**config.mk**
```make
export PLATFORM = sky130hd
export DESIGN_NAME = sync_fifo_ctrl
export DESIGN_NICKNAME = d
export VERILOG_FILES = /design/src/rtl/sync_fifo_ctrl.sv
export SDC_FILE = /design/constraint.sdc
export NUM_CORES = 1
export LEC_CHECK = 0
export ABC_AREA = 1
export CAP_MARGIN = 20
export CORE_ASPECT_RATIO = 0.75
export CORE_UTILIZATION = 60
export DETAILED_ROUTE_END_ITERATION = 16
export PLACE_DENSITY = 0.8
export SLEW_MARGIN = 20
export SYNTH_ARGS = -nofsm -noshare
export SYNTH_HDL_FRONTEND = slang
export SYNTH_SLANG_ARGS = --single-unit
```
**constraint.sdc**
```tcl
create_clock -name clk_i -period 6.4 [get_ports clk_i]
set_input_delay 0.96 -clock clk_i [delete_from_list [all_inputs] [get_ports clk_i]]
set_output_delay 0.96 -clock clk_i [all_outputs]
set_load 0.005 [all_outputs]
```
**src/rtl/sync_fifo_ctrl.sv**
```systemverilog
// -----------------------------------------------------------------------------
// sync_fifo_ctrl
// Single-clock FIFO: storage array, wrap-bit pointer control and a registered
// read port. Reports occupancy, full/empty, programmable almost flags and
// sticky overflow/underflow. A synchronous flush (clr_i) empties the FIFO.
//
// Ports
//   clk_i            clock, all logic on posedge
//   rst_i            asynchronous active-high reset
//   clr_i            synchronous flush of pointers, flags and rd_valid
//   wr_en_i          write request
//   wr_data_i        write word
//   rd_en_i          read request
//   rd_data_o        registered read word (held when no read is accepted)
//   rd_valid_o       rd_data_o was loaded by a read accepted last cycle
//   full_o, empty_o  occupancy == DEPTH / occupancy == 0
//   almost_full_o    occupancy >= AF_THRESH
//   almost_empty_o   occupancy <= AE_THRESH
//   count_o          occupancy, 0..DEPTH
//   overflow_o       sticky: write attempted while full without a read
//   underflow_o      sticky: read attempted while empty
// -----------------------------------------------------------------------------
module sync_fifo_ctrl #(
    parameter int unsigned DATA_W    = 4,
    parameter int unsigned DEPTH     = 16,
    parameter int unsigned AF_THRESH = 14,
    parameter int unsigned AE_THRESH = 2
) (
    input  logic                       clk_i,
    input  logic                       rst_i,
    input  logic                       clr_i,
    input  logic                       wr_en_i,
    input  logic [DATA_W-1:0]          wr_data_i,
    input  logic                       rd_en_i,
    output logic [DATA_W-1:0]          rd_data_o,
    output logic                       rd_valid_o,
    output logic                       full_o,
    output logic                       empty_o,
    output logic                       almost_full_o,
    output logic                       almost_empty_o,
    output logic [$clog2(DEPTH):0]     count_o,
    output logic                       overflow_o,
    output logic                       underflow_o
);

    localparam int unsigned ADDR_W = $clog2(DEPTH);

    localparam logic [ADDR_W:0] PTR_ONE = (ADDR_W+1)'(1);
    localparam logic [ADDR_W:0] AF_T    = AF_THRESH[ADDR_W:0];
    localparam logic [ADDR_W:0] AE_T    = AE_THRESH[ADDR_W:0];

    // Storage is deliberately left without reset so it maps onto block RAM.
    logic [DATA_W-1:0] mem [DEPTH];

    // Pointers carry one extra wrap bit above the address bits.
    logic [ADDR_W:0]   wr_ptr_q, wr_ptr_d;
    logic [ADDR_W:0]   rd_ptr_q, rd_ptr_d;
    logic [DATA_W-1:0] rd_data_q;
    logic              rd_valid_q;
    logic              overflow_q, overflow_d;
    logic              underflow_q, underflow_d;

    logic wr_acc;
    logic rd_acc;
    logic full_w;
    logic empty_w;

    assign empty_w = (wr_ptr_q == rd_ptr_q);
    assign full_w  = (wr_ptr_q[ADDR_W-1:0] == rd_ptr_q[ADDR_W-1:0]) &&
                     (wr_ptr_q[ADDR_W] != rd_ptr_q[ADDR_W]);

    // A write into a full FIFO is still accepted when a read frees a slot in
    // the same cycle. A read from an empty FIFO is never bypassed from the write.
    assign wr_acc = wr_en_i & (~full_w | rd_en_i);
    assign rd_acc = rd_en_i & ~empty_w;

    always_comb begin
        wr_ptr_d    = wr_ptr_q;
        rd_ptr_d    = rd_ptr_q;
        overflow_d  = overflow_q;
        underflow_d = underflow_q;
        if (wr_acc) begin
            wr_ptr_d = wr_ptr_q + PTR_ONE;
        end
        if (rd_acc) begin
            rd_ptr_d = rd_ptr_q + PTR_ONE;
        end
        if (wr_en_i & full_w & ~rd_en_i) begin
            overflow_d = 1'b1;
        end
        if (rd_en_i & empty_w) begin
            underflow_d = 1'b1;
        end
    end

    always_ff @(posedge clk_i or posedge rst_i) begin
        if (rst_i) begin
            wr_ptr_q    <= '0;
            rd_ptr_q    <= '0;
            rd_data_q   <= '0;
            rd_valid_q  <= 1'b0;
            overflow_q  <= 1'b0;
            underflow_q <= 1'b0;
        end else if (clr_i) begin
            // Flush wins over any request in the same cycle; rd_data_q is held.
            wr_ptr_q    <= '0;
            rd_ptr_q    <= '0;
            rd_valid_q  <= 1'b0;
            overflow_q  <= 1'b0;
            underflow_q <= 1'b0;
        end else begin
            wr_ptr_q    <= wr_ptr_d;
            rd_ptr_q    <= rd_ptr_d;
            rd_valid_q  <= rd_acc;
            overflow_q  <= overflow_d;
            underflow_q <= underflow_d;
            // Non-blocking read sees the pre-write word when both pointers
            // share an address (full FIFO with simultaneous read and write).
            if (rd_acc) begin
                rd_data_q <= mem[rd_ptr_q[ADDR_W-1:0]];
            end
        end
    end

    always_ff @(posedge clk_i) begin
        if (wr_acc && !clr_i && !rst_i) begin
            mem[wr_ptr_q[ADDR_W-1:0]] <= wr_data_i;
        end
    end

    // Occupancy falls out of the pointer difference; the wrap bit makes
    // DEPTH representable.
    assign count_o        = wr_ptr_q - rd_ptr_q;
    assign full_o         = full_w;
    assign empty_o        = empty_w;
    assign almost_full_o  = (count_o >= AF_T);
    assign almost_empty_o = (count_o <= AE_T);
    assign rd_data_o      = rd_data_q;
    assign rd_valid_o     = rd_valid_q;
    assign overflow_o     = overflow_q;
    assign underflow_o    = underflow_q;

endmodule
```
==> insert_results.sql, run 1 <==
INSERT INTO impl_metrics (metric_group, metric, value, unit) VALUES
('status', 'outcome', 'finished, final reports clean', ''),
('cts', 'hold_buffers', '0', ''),
('layout', 'final_layout_size_suffix_gt1_frac', '0.0742', ''),
('synth', 'netlist_top_cells_area', 'sky130_fd_sc_hd__edfxtp_1, sky130_fd_sc_hd__nand2_1, sky130_fd_sc_hd__dfrtp_1', ''),
('layout', 'most_frequent_cells_in_the_layout', 'sky130_fd_sc_hd__nand2_1, sky130_fd_sc_hd__edfxtp_1, sky130_fd_sc_hd__inv_1, sky130_fd_sc_hd__nand3_1, sky130_fd_sc_hd__clkdlybuf4s50_1', ''),
('place', 'dpl-instance-area', '4220', 'µm²'),
('global_route', 'grt_max_degree', '37', ''),
('place', 'hpwl', '5860', 'µm'),
('sta', 'fmax', '224', 'MHz'),
('detailed_routing', 'drtIter0Drc', '217', ''),
('pwr', 'p_total', '1.26', 'mW'),
('detailed_routing', 'drtPass1Iterations', '5', ''),
('global_route', 'number_of_global_route_vias_before_repair', '2697', ''),
('worst_setup_path', 'worst-endpoint-arrival', '3500', 'ps'),
('sta', 'grt_setup_unrepaired', 'no', ''),
('synth', 'yosysWarnings', '0', ''),
('cts', 'root_buffer', 'sky130_fd_sc_hd__clkbuf_8', ''),
('synth', 'synth.avg_cell_area', '9.46', 'µm²'),
('synth', 'netlist_instances', '417', ''),
('worst_setup_path', 'setup.worst_path.start', 'rd_ptr_q[1]', ''),
('worst_setup_path', 'crit_path_top_delay_cell', 'sky130_fd_sc_hd__dfrtp_1', ''),
('layout', 'final_net_count', '459', ''),
('worst_setup_path', 'timing.critical_path.from_type', 'register', ''),
('synth', 'synth.distinct_cells', '28', ''),
('layout', 'final_area', '4410', 'µm²'),
('sta', 'finalSetupViolCount', '0', ''),
('detailed_routing', 'drt_wl_total', '8460', 'µm'),
('detailed_routing', 'route.detailed.wl_per_inst', '16.1', 'µm'),
('cts', 'ctsResizeCount', '0', ''),
('worst_hold_path', 'hold_class', 'register to register', ''),
('detailed_routing', 'route.detailed.drc', '0', ''),
('global_route', 'grt_first_pass_wirelength', '13600', 'µm'),
('pwr', 'switching_share', '0.289', ''),
('worst_setup_path', 'cp_top_family', 'buffers and inverters', ''),
('floorplanning', 'core.rowCount', '25', ''),
('pwr', 'pwr_density_cell', '287', 'nW/µm²'),
('floorplanning', 'chipHeight', '72.2', 'µm'),
('pwr', 'power.static_leakage', '1.92', 'nW'),
('cts', 'insertion_delay_of_the_later_clocked_pin_in_the_worst_skew_pair', '350', 'ps'),
('place', 'gp_congestion', '0.906', ''),
('cts', 'cts.htree.levels', '3', ''),
('worst_setup_path', 'worstPathRequired', '5440', 'ps'),
('cts', 'cts.sinks', '81', ''),
('sta', 'tightest_slew', '695', 'ps'),
('floorplanning', 'design.portCount', '25', ''),
('cts', 'cts.reportedPaths.clkPinSlew', '90', 'ps'),
('floorplanning', 'core_region_area', '6320', 'µm²'),
('flow_run', 'maximum_capacitance_violations', '0', ''),
('worst_setup_path', 'path_class', 'register to output port', ''),
('sta', 'timing.setup.tns', '0', 'ps'),
('place', 'buffer_ports.inserted', '24', ''),
('layout', 'layout_commonest_cell', 'sky130_fd_sc_hd__nand2_1', ''),
('pwr', 'vdd_drop_max', '0.159', 'mV'),
('global_route', 'grt_use_total', '0.275', ''),
('layout', 'insertedDiodeCount', '0', ''),
('layout', 'layout-area-overhead-vs-synth', '11.7', '%'),
('sta', 'fin_crit', '4460', 'ps'),
('cts', 'cts_inserted_buffers', '9', ''),
('worst_setup_path', 'timing.critical_path.to_type', 'output port', ''),
('worst_hold_path', 'hp-start', 'rd_data_o[0]', ''),
('floorplanning', 'start_util', '0.625', ''),
('detailed_routing', 'via_count', '2907', ''),
('cts', 'ctsLongestPathBuffers', '2', ''),
('global_route', 'number_of_antenna_violations_at_the_first_check_in_global_routing', '0', ''),
('synth', 'synth_sequential_area_ratio', '0.595', ''),
('synth', 'mappedNetlistNets', '436', ''),
('worst_setup_path', 'critical_path.n_buffers_inverters', '2', ''),
('synth', 'post-synth-top-area-fraction', '0.487', ''),
('global_route', 'gr-total-overflow', '0', ''),
('detailed_routing', 'avgViaCountPerCell', '5.53', ''),
('synth', 'yosysTopAreaCell', 'sky130_fd_sc_hd__edfxtp_1', '');
-- area by class of cell --
type | count | area [µm²]
Inverter | 59 | 221
Tap cell | 81 | 101
Clock inverter | 5 | 56.3
Sequential cell | 81 | 2350
Fill cell | 491 | 1910
Clock buffer | 11 | 131
Timing Repair Buffer | 26 | 255
Multi-Input combinational cell | 263 | 1300
-- routing by layer --
layer	part of all wire	global-route usage	vias up
li1	-	-	1377
met1	0.45	0.405	1391
met2	0.45	0.390	123
met3	0.080	0.0786	16
met4	0.017	0.101	0
met5	0	0	-
-- cells by family (layout without fill, tap and decap cells) --
logic type,count (synthesis),in the layout,synth area share
buf+inv,73,101,0.0767
compound gates,12,12,0.0168
simple gates,232,232,0.256
fa+ha+maj,10,10,0.0336
xor+xnor,9,9,0.0219
flops,81,81,0.595
-- stage by stage --
| stage | utilization | instances | setup slack (ps) |
|---|---|---|---|
| 2_1_floorplan | - | 417 | 3670 |
| 3_3_place_gp | 0.668 | 510 | 2540 |
| 3_5_place_dp | 0.668 | 510 | 2360 |
| 4_1_cts | 0.698 | 526 | 1980 |
| 5_1_grt | 0.698 | 526 | 1720 |
| 6_report | 0.698 | 526 | 1940 |
-- worst min-delay path, cell delays in order (launching register included) --
cell                      delay [ps]
sky130_fd_sc_hd__dfrtp_1         360
sky130_fd_sc_hd__nand2_1          50
sky130_fd_sc_hd__nand2_1          50
-- power groups by stage --
stage	combinational [mW]	sequential (mW)	clock [mW]
finish	0.305	0.604	0.356
detailed placement	0.303	0.615	0
global placement	0.293	0.614	0
CTS	0.304	0.604	0.360
floorplan	0.178	0.611	0
global route	0.338	0.607	0.380
-- final timing paths --
check	slack, ps	endpoint	cells after the start
setup / recovery	1940	almost_full_o	7
hold / removal	490	rd_data_o[0]	2
setup reg to reg	3040	mem[1][1]	9
hold reg to reg	490	rd_data_o[0]	2
max in group asynchronous	5260	rd_ptr_q[2]	3
min in group asynchronous	920	rd_valid_o	3
-- Yosys cell counts (all sizes together) --
master and n:
nand2 144, edfxtp 64, inv 57, nand3 55, nor2 31, dfrtp 17, buf 9, ha 9
xor2 7, clkbuf 5, o21ai 5, a21oi 4, clkinv 2, xnor2 2, a31oi 1, fa 1
nand4 1, nor3 1, o21a 1, o21bai 1
-- flip-flops by register name (all words and copies together) (netlist names) --
name         count
underflow_o      1
mem             64
rd_ptr_q         5
wr_ptr_q         5
overflow_o       1
rd_valid_o       1
rd_data_o        4
Note: power is estimated with default switching activity, not from simulation.
==> run 2: changes to the inputs <==
--- a/config.mk
+++ b/config.mk
@@ -8,9 +8,9 @@
 export ABC_AREA = 1
 export CAP_MARGIN = 20
 export CORE_ASPECT_RATIO = 0.75
-export CORE_UTILIZATION = 60
+export CORE_UTILIZATION = 59
 export DETAILED_ROUTE_END_ITERATION = 16
-export PLACE_DENSITY = 0.8
+export PLACE_DENSITY = 0.78
 export SLEW_MARGIN = 20
 export SYNTH_ARGS = -nofsm -noshare
 export SYNTH_HDL_FRONTEND = slang
==> constraint.sdc (replaced) <==
create_clock -name clk_i -period 4.6 [get_ports clk_i]
set_input_delay 0.69 -clock clk_i [delete_from_list [all_inputs] [get_ports clk_i]]
set_output_delay 0.69 -clock clk_i [all_outputs]
set_load 0.005 [all_outputs]
==> insert_results.sql, run 2 (synthesis results as in run 1) <==
INSERT INTO impl_metrics (metric_group, metric, value, unit) VALUES
('worst_setup_path', 'timing.critical_path.from_type', 'register', ''),
('detailed_routing', 'detail-route-antenna-nets', '0', ''),
('worst_setup_path', 'worstPathRequired', '3910', 'ps'),
('cts', 'cts_inserted_buffers', '9', ''),
('status', 'outcome', 'finished, final reports clean', ''),
('cts', 'insertion_delay_of_the_later_clocked_pin_in_the_worst_skew_pair', '360', 'ps'),
('global_route', 'grt_use_total', '0.271', ''),
('sta', 'report.final.slew_viol_count', '0', ''),
('layout', 'final_net_count', '460', ''),
('place', 'hpwl', '5790', 'µm'),
('pwr', 'power.static_leakage', '1.93', 'nW'),
('place', 'buffer_ports.inserted', '24', ''),
('worst_setup_path', 'cp_cell_instances', 'buf_4 -> clkinv_1 -> fa_1 -> nand3_1 -> nand2_1 -> xor2_1 -> o21bai_1 -> clkdlybuf4s50_1', ''),
('cts', 'cts.sinks', '81', ''),
('sta', 'fin_crit', '3850', 'ps'),
('floorplanning', 'design.portCount', '25', ''),
('layout', 'layout-area-overhead-vs-synth', '12.4', '%'),
('global_route', 'number_of_global_route_vias_before_repair', '2682', ''),
('sta', 'fmax', '260', 'MHz'),
('worst_hold_path', 'hold_depth', '2', ''),
('sta', 'finalSetupViolCount', '0', ''),
('layout', 'final_layout_size_suffix_gt1_frac', '0.0762', ''),
('worst_setup_path', 'end_of_the_worst_register_to_register_path', 'mem[14][3]', ''),
('floorplanning', 'core_region_area', '6380', 'µm²'),
('cts', 'clock_tree_from_tritoncts', 'done', ''),
('sta', 'hold-worst-slack', '482', 'ps'),
('worst_setup_path', 'r2r_start', 'rd_ptr_q[1]', ''),
('sta', 'grt_setup_unrepaired', 'no', ''),
('detailed_routing', 'via_count', '2871', ''),
('global_route', 'number_of_antenna_violations_at_the_first_check_in_global_routing', '0', ''),
('global_route', 'grt_max_degree', '37', ''),
('worst_setup_path', 'critical_path.max_fanout', '19', ''),
('layout', 'largest_register_ff_count', '64', ''),
('cts', 'postCtsSetupBuffers', '0', ''),
('detailed_routing', 'drtIter0Drc', '304', ''),
('worst_setup_path', 'crit_path_top_delay_cell', 'sky130_fd_sc_hd__fa_1', ''),
('detailed_routing', 'route.detailed.drc', '0', ''),
('worst_hold_path', 'worstHoldEndpoint', 'rd_data_o[1]', ''),
('cts', 'ctsLongestPathBuffers', '2', ''),
('floorplanning', 'die_width', '96.4', 'µm'),
('sta', 'tightest_slew', '742', 'ps'),
('global_route', 'gr-total-overflow', '0', ''),
('worst_setup_path', 'timing.critical_path.to_type', 'output port', ''),
('sta', 'timing.slew.headroom', '0.503', ''),
('detailed_routing', 'avgViaCountPerCell', '5.45', ''),
('worst_hold_path', 'hold_class', 'register to register', ''),
('worst_setup_path', 'worst-endpoint-arrival', '3160', 'ps'),
('detailed_routing', 'route.detailed.wl_per_inst', '16.5', 'µm'),
('detailed_routing', 'drtPass1Iterations', '6', ''),
('detailed_routing', 'drt_wl_total', '8680', 'µm'),
('worst_hold_path', 'hp-start', 'rd_data_o[1]', ''),
('layout', 'filler_cell_count', '484', ''),
('sta', 'skew', '11.4', 'ps'),
('worst_setup_path', 'timing.reg2reg.worst_path_depth', '10', ''),
('floorplanning', 'fp.dieArea', '7020', 'µm²'),
('cts', 'cts.reportedPaths.clkPinSlew', '80', 'ps'),
('place', 'gp_congestion', '0.840', ''),
('floorplanning', 'core.rowCount', '25', ''),
('layout', 'layout_commonest_cell', 'sky130_fd_sc_hd__nand2_1', ''),
('floorplanning', 'chipHeight', '72.8', 'µm'),
('pwr', 'vdd_drop_max', '0.251', 'mV'),
('pwr', 'pwr_density_cell', '410', 'nW/µm²'),
('sta', 'finalHoldViolCount', '0', ''),
('layout', 'insertedDiodeCount', '0', ''),
('worst_setup_path', 'worst_path_largest_cell_delay', '650', 'ps'),
('cts', 'ctsResizeCount', '0', ''),
('layout', 'most_frequent_cells_in_the_layout', 'sky130_fd_sc_hd__nand2_1, sky130_fd_sc_hd__edfxtp_1, sky130_fd_sc_hd__inv_1, sky130_fd_sc_hd__nand3_1, sky130_fd_sc_hd__clkdlybuf4s50_1', ''),
('worst_setup_path', 'path_class', 'register to output port', ''),
('global_route', 'grt_first_pass_wirelength', '13500', 'µm'),
('worst_setup_path', 'regToRegSetupSlack', '1600', 'ps'),
('cts', 'root_buffer', 'sky130_fd_sc_hd__clkbuf_8', ''),
('sta', 'min_period_over_period', '0.837', ''),
('cts', 'hold_buffers', '0', ''),
('cts', 'cts.htree.levels', '3', ''),
('floorplanning', 'start_util', '0.618', ''),
('flow_run', 'maximum_capacitance_violations', '0', ''),
('sta', 'timing.setup.tns', '0', 'ps');
-- run 2: final cells by class --
cell class,instances,area [µm²],share of cell area
clock buffer,12,156,0.0353
multi-input combinational,263,1300,0.292
timing repair buffer,27,263,0.0592
sequential,81,2350,0.529
tap,81,101,0.0228
inverter,59,221,0.0499
clock inverter,4,51.3,0.0116
-- run 2: routing by layer --
metal / vias to the layer above / GRT usage / wire [µm] / share of wire
li1: 1382 / - / - / -
met1: 1339 / 0.412 / 3880 / 0.45
met2: 139 / 0.388 / 3850 / 0.44
met3: 11 / 0.0677 / 831 / 0.096
met4: 0 / 0.0768 / 114 / 0.013
met5: - / 0 / 0 / 0
-- run 2: stage by stage --
stage | cell area, µm² | power [mW] | utilization | std cells | setup WS, ps
floorplan | 3950 | 1.10 | - | 417 | 2140
global placement | 4230 | 1.27 | 0.663 | 511 | 1320
detailed placement | 4230 | 1.29 | 0.663 | 511 | 1170
CTS | 4440 | 1.82 | 0.695 | 527 | 792
global route | 4440 | 1.90 | 0.695 | 527 | 621
finish | 4440 | 1.82 | 0.695 | 527 | 751
-- run 2: worst max path at each step --
stage | startpoint | cells past startpoint | end | slack [ps]
final | rd_ptr_q[1] | 8 | almost_full_o | 750
after global routing | rd_ptr_q[1] | 8 | almost_full_o | 620
after CTS | rd_ptr_q[1] | 8 | almost_full_o | 790
after detailed placement | rd_ptr_q[1] | 8 | almost_full_o | 1170
after global placement | rd_ptr_q[1] | 8 | almost_full_o | 1320
after floorplan | rd_ptr_q[1] | 8 | almost_full_o | 2140
-- run 2: where the power goes --
| group | internal, mW | switching, mW | total (mW) |
|---|---|---|---|
| Combinational | 0.185 | 0.259 | 0.444 |
| Sequential | 0.818 | 0.0156 | 0.833 |
| Clock | 0.284 | 0.259 | 0.543 |
-- run 2: worst max-delay path, delay by kind of cell, from the launching register on --
kind / cells / cell delay [ps]
buffers and inverters: 3 / 1280
AO/OA/AOI/OAI: 1 / 160
adder cells (fa/ha/maj): 1 / 650
AND/OR/NAND/NOR: 2 / 160
XOR/XNOR: 1 / 230
flip-flops: 1 / 330
==> edit (settings of run 2) <==
Reset style: synchronous (`rst_i`), changed in one clocked block. Comments in the files are not updated.
--- a/src/rtl/sync_fifo_ctrl.sv
+++ b/src/rtl/sync_fifo_ctrl.sv
@@ -95,3 +95,3 @@
 
-    always_ff @(posedge clk_i or posedge rst_i) begin
+    always_ff @(posedge clk_i) begin
         if (rst_i) begin
Formal check against the unedited RTL: differs if rst_i is asserted again (counterexample within 4 cycles, from zero or initial values and one cycle with rst_i high); with rst_i held inactive, the same outputs for 10 cycles.
==> edit against run 2 <==
  * Wire length decreased by 8.0%
  * Setup slack improved by 0.40 ns
  * Die area decreased by 3.5%
  * Sequential cell count unchanged
  * Synthesized cell count decreased by 4.8%
  * Cell area decreased by 3.7%
  * Synthesized area decreased by 3.6%
Power is not compared: it rests on default switching activity, and its combinational part moved more than twofold at a synthesized area within 25%.
==> edit: results (changes against run 2) <==
[run_status]
status = complete, no violations  ; unchanged

[setup_path]
arrival_ns = 2.76  ; was 3.16 ns
reg2reg_setup_slack_ns = 2.04  ; was 1.60 ns
worstRegToRegCells = 9  ; was 10
worstReg2RegStart = rd_ptr_q[2]$_SDFFE_PP0N_  ; was rd_ptr_q[1]$_DFFE_PP0P_
cp_max_fo = 36  ; was 19
cpPeakStageDelay_ns = 0.52  ; was 0.65 ns
critPathLaunch = rd_ptr_q[0]$_SDFFE_PP0N_  ; was rd_ptr_q[1]$_DFFE_PP0P_
r2r_end = mem[7][3]$_DFFE_PP_  ; was mem[14][3]$_DFFE_PP_

[timing]
skew_ns = 0.009227  ; was 0.01140 ns
slew_headroom_pct = 51.69  ; was 50.35%

[place]
post_dp_cell_area_mm2 = 0.004110  ; was 0.004229 mm^2
gp_congestion = 0.8333  ; was 0.8402
hpwl_um = 5696  ; was 5795 um

[synthesis]
ys_seq_area_share_pct = 59.45  ; was 59.48%
async_flop_share_pct = 0  ; was 20.99%
synth_commonest_cells = nand2_1, edfxtp_1, inv_1  ; unchanged
synth_area_leaders = edfxtp_1, nand2_1, dfxtp_1, nand3_1, inv_1  ; was edfxtp_1, nand2_1, dfrtp_1, nand3_1, inv_1
synthesis.nets = 416  ; was 436

[cells_and_area]
layout-drive-gt1-share_pct = 7.692  ; was 7.623%
fillCellCount = 442  ; was 484
fin_nets = 443  ; was 460

[global_routing]
grt_pass1_vias = 2554  ; was 2682
met1_usage_pct = 39.05  ; was 41.19%
grt_pass1_wl_um = 12870  ; was 13530 um

[detailed_routing]
first_iter_violations = 227  ; was 304
vias = 2756  ; was 2871
first_pass_iters = 5  ; was 6

[clocking]
post_cts_buffers = 0  ; unchanged

[min_path]
holdPathEnd = overflow_o$_SDFFE_PP0P_  ; was rd_data_o[1]$_DFFE_PP0P_
min_from = overflow_o$_SDFFE_PP0P_  ; was rd_data_o[1]$_DFFE_PP0P_

## edit: changes by cell type in the layout (fill, tap and decap cells not counted), moves of 11 or more
| cell | run 2 | this run |
|---|---|---|
| nand2_1 | 141 | 119 |
| dfrtp_1 | 17 | 0 |
| dfxtp_1 | 0 | 17 |
| a21oi_1 | 4 | 15 |
| nand3_1 | 55 | 44 |
| nor2_1 | 19 | 30 |
## edit: cell families (layout without fill, tap and decap cells)
logic type,count (synthesis),in the layout,share of synthesized area (%)
buffers and inverters,63,95,6.577
XOR/XNOR,10,10,2.499
adder cells (fa/ha/maj),10,10,3.486
flip-flops,81,81,59.45
AND/OR/NAND/NOR,207,207,24.40
AO/OA/AOI/OAI,26,26,3.585
## edit: layout make-up
cell class / count / area [um^2] / share of cell area [%]
sequential: 81 / 2262 / 52.93
multi-input combinational: 253 / 1292 / 30.24
timing repair buffer: 27 / 262.8 / 6.148
inverter: 52 / 195.2 / 4.567
clock buffer: 11 / 131.4 / 3.074
tap: 78 / 97.59 / 2.283
clock inverter: 5 / 32.53 / 0.7611
## edit: how the worst max path moves through the flow
stage / to
detailed placement: almost_full_o
finish: almost_full_o
floorplan: almost_full_o
global placement: almost_full_o
global route: almost_full_o
CTS: almost_full_o
## edit: stage by stage
step                hold WS (ns)  instances  worst slack, ns  utilization, %  power (mW)
finish                    0.4715        507            1.146           71.17       1.355
global route              0.4939        507           0.9885           71.17       1.401
CTS                       0.4752        507            1.137           71.17       1.357
detailed placement        0.4586        491            1.530           68.44      0.9246
global placement          0.4495        491            1.625           68.44      0.9222
floorplan                 0.4605        397            2.103               -      0.8714
## edit: metal layers
metal,vias to the layer above,routed length (um)
li1,1344,-
met1,1266,3658
met2,137,3469
met3,9,756
met4,0,93
met5,-,0
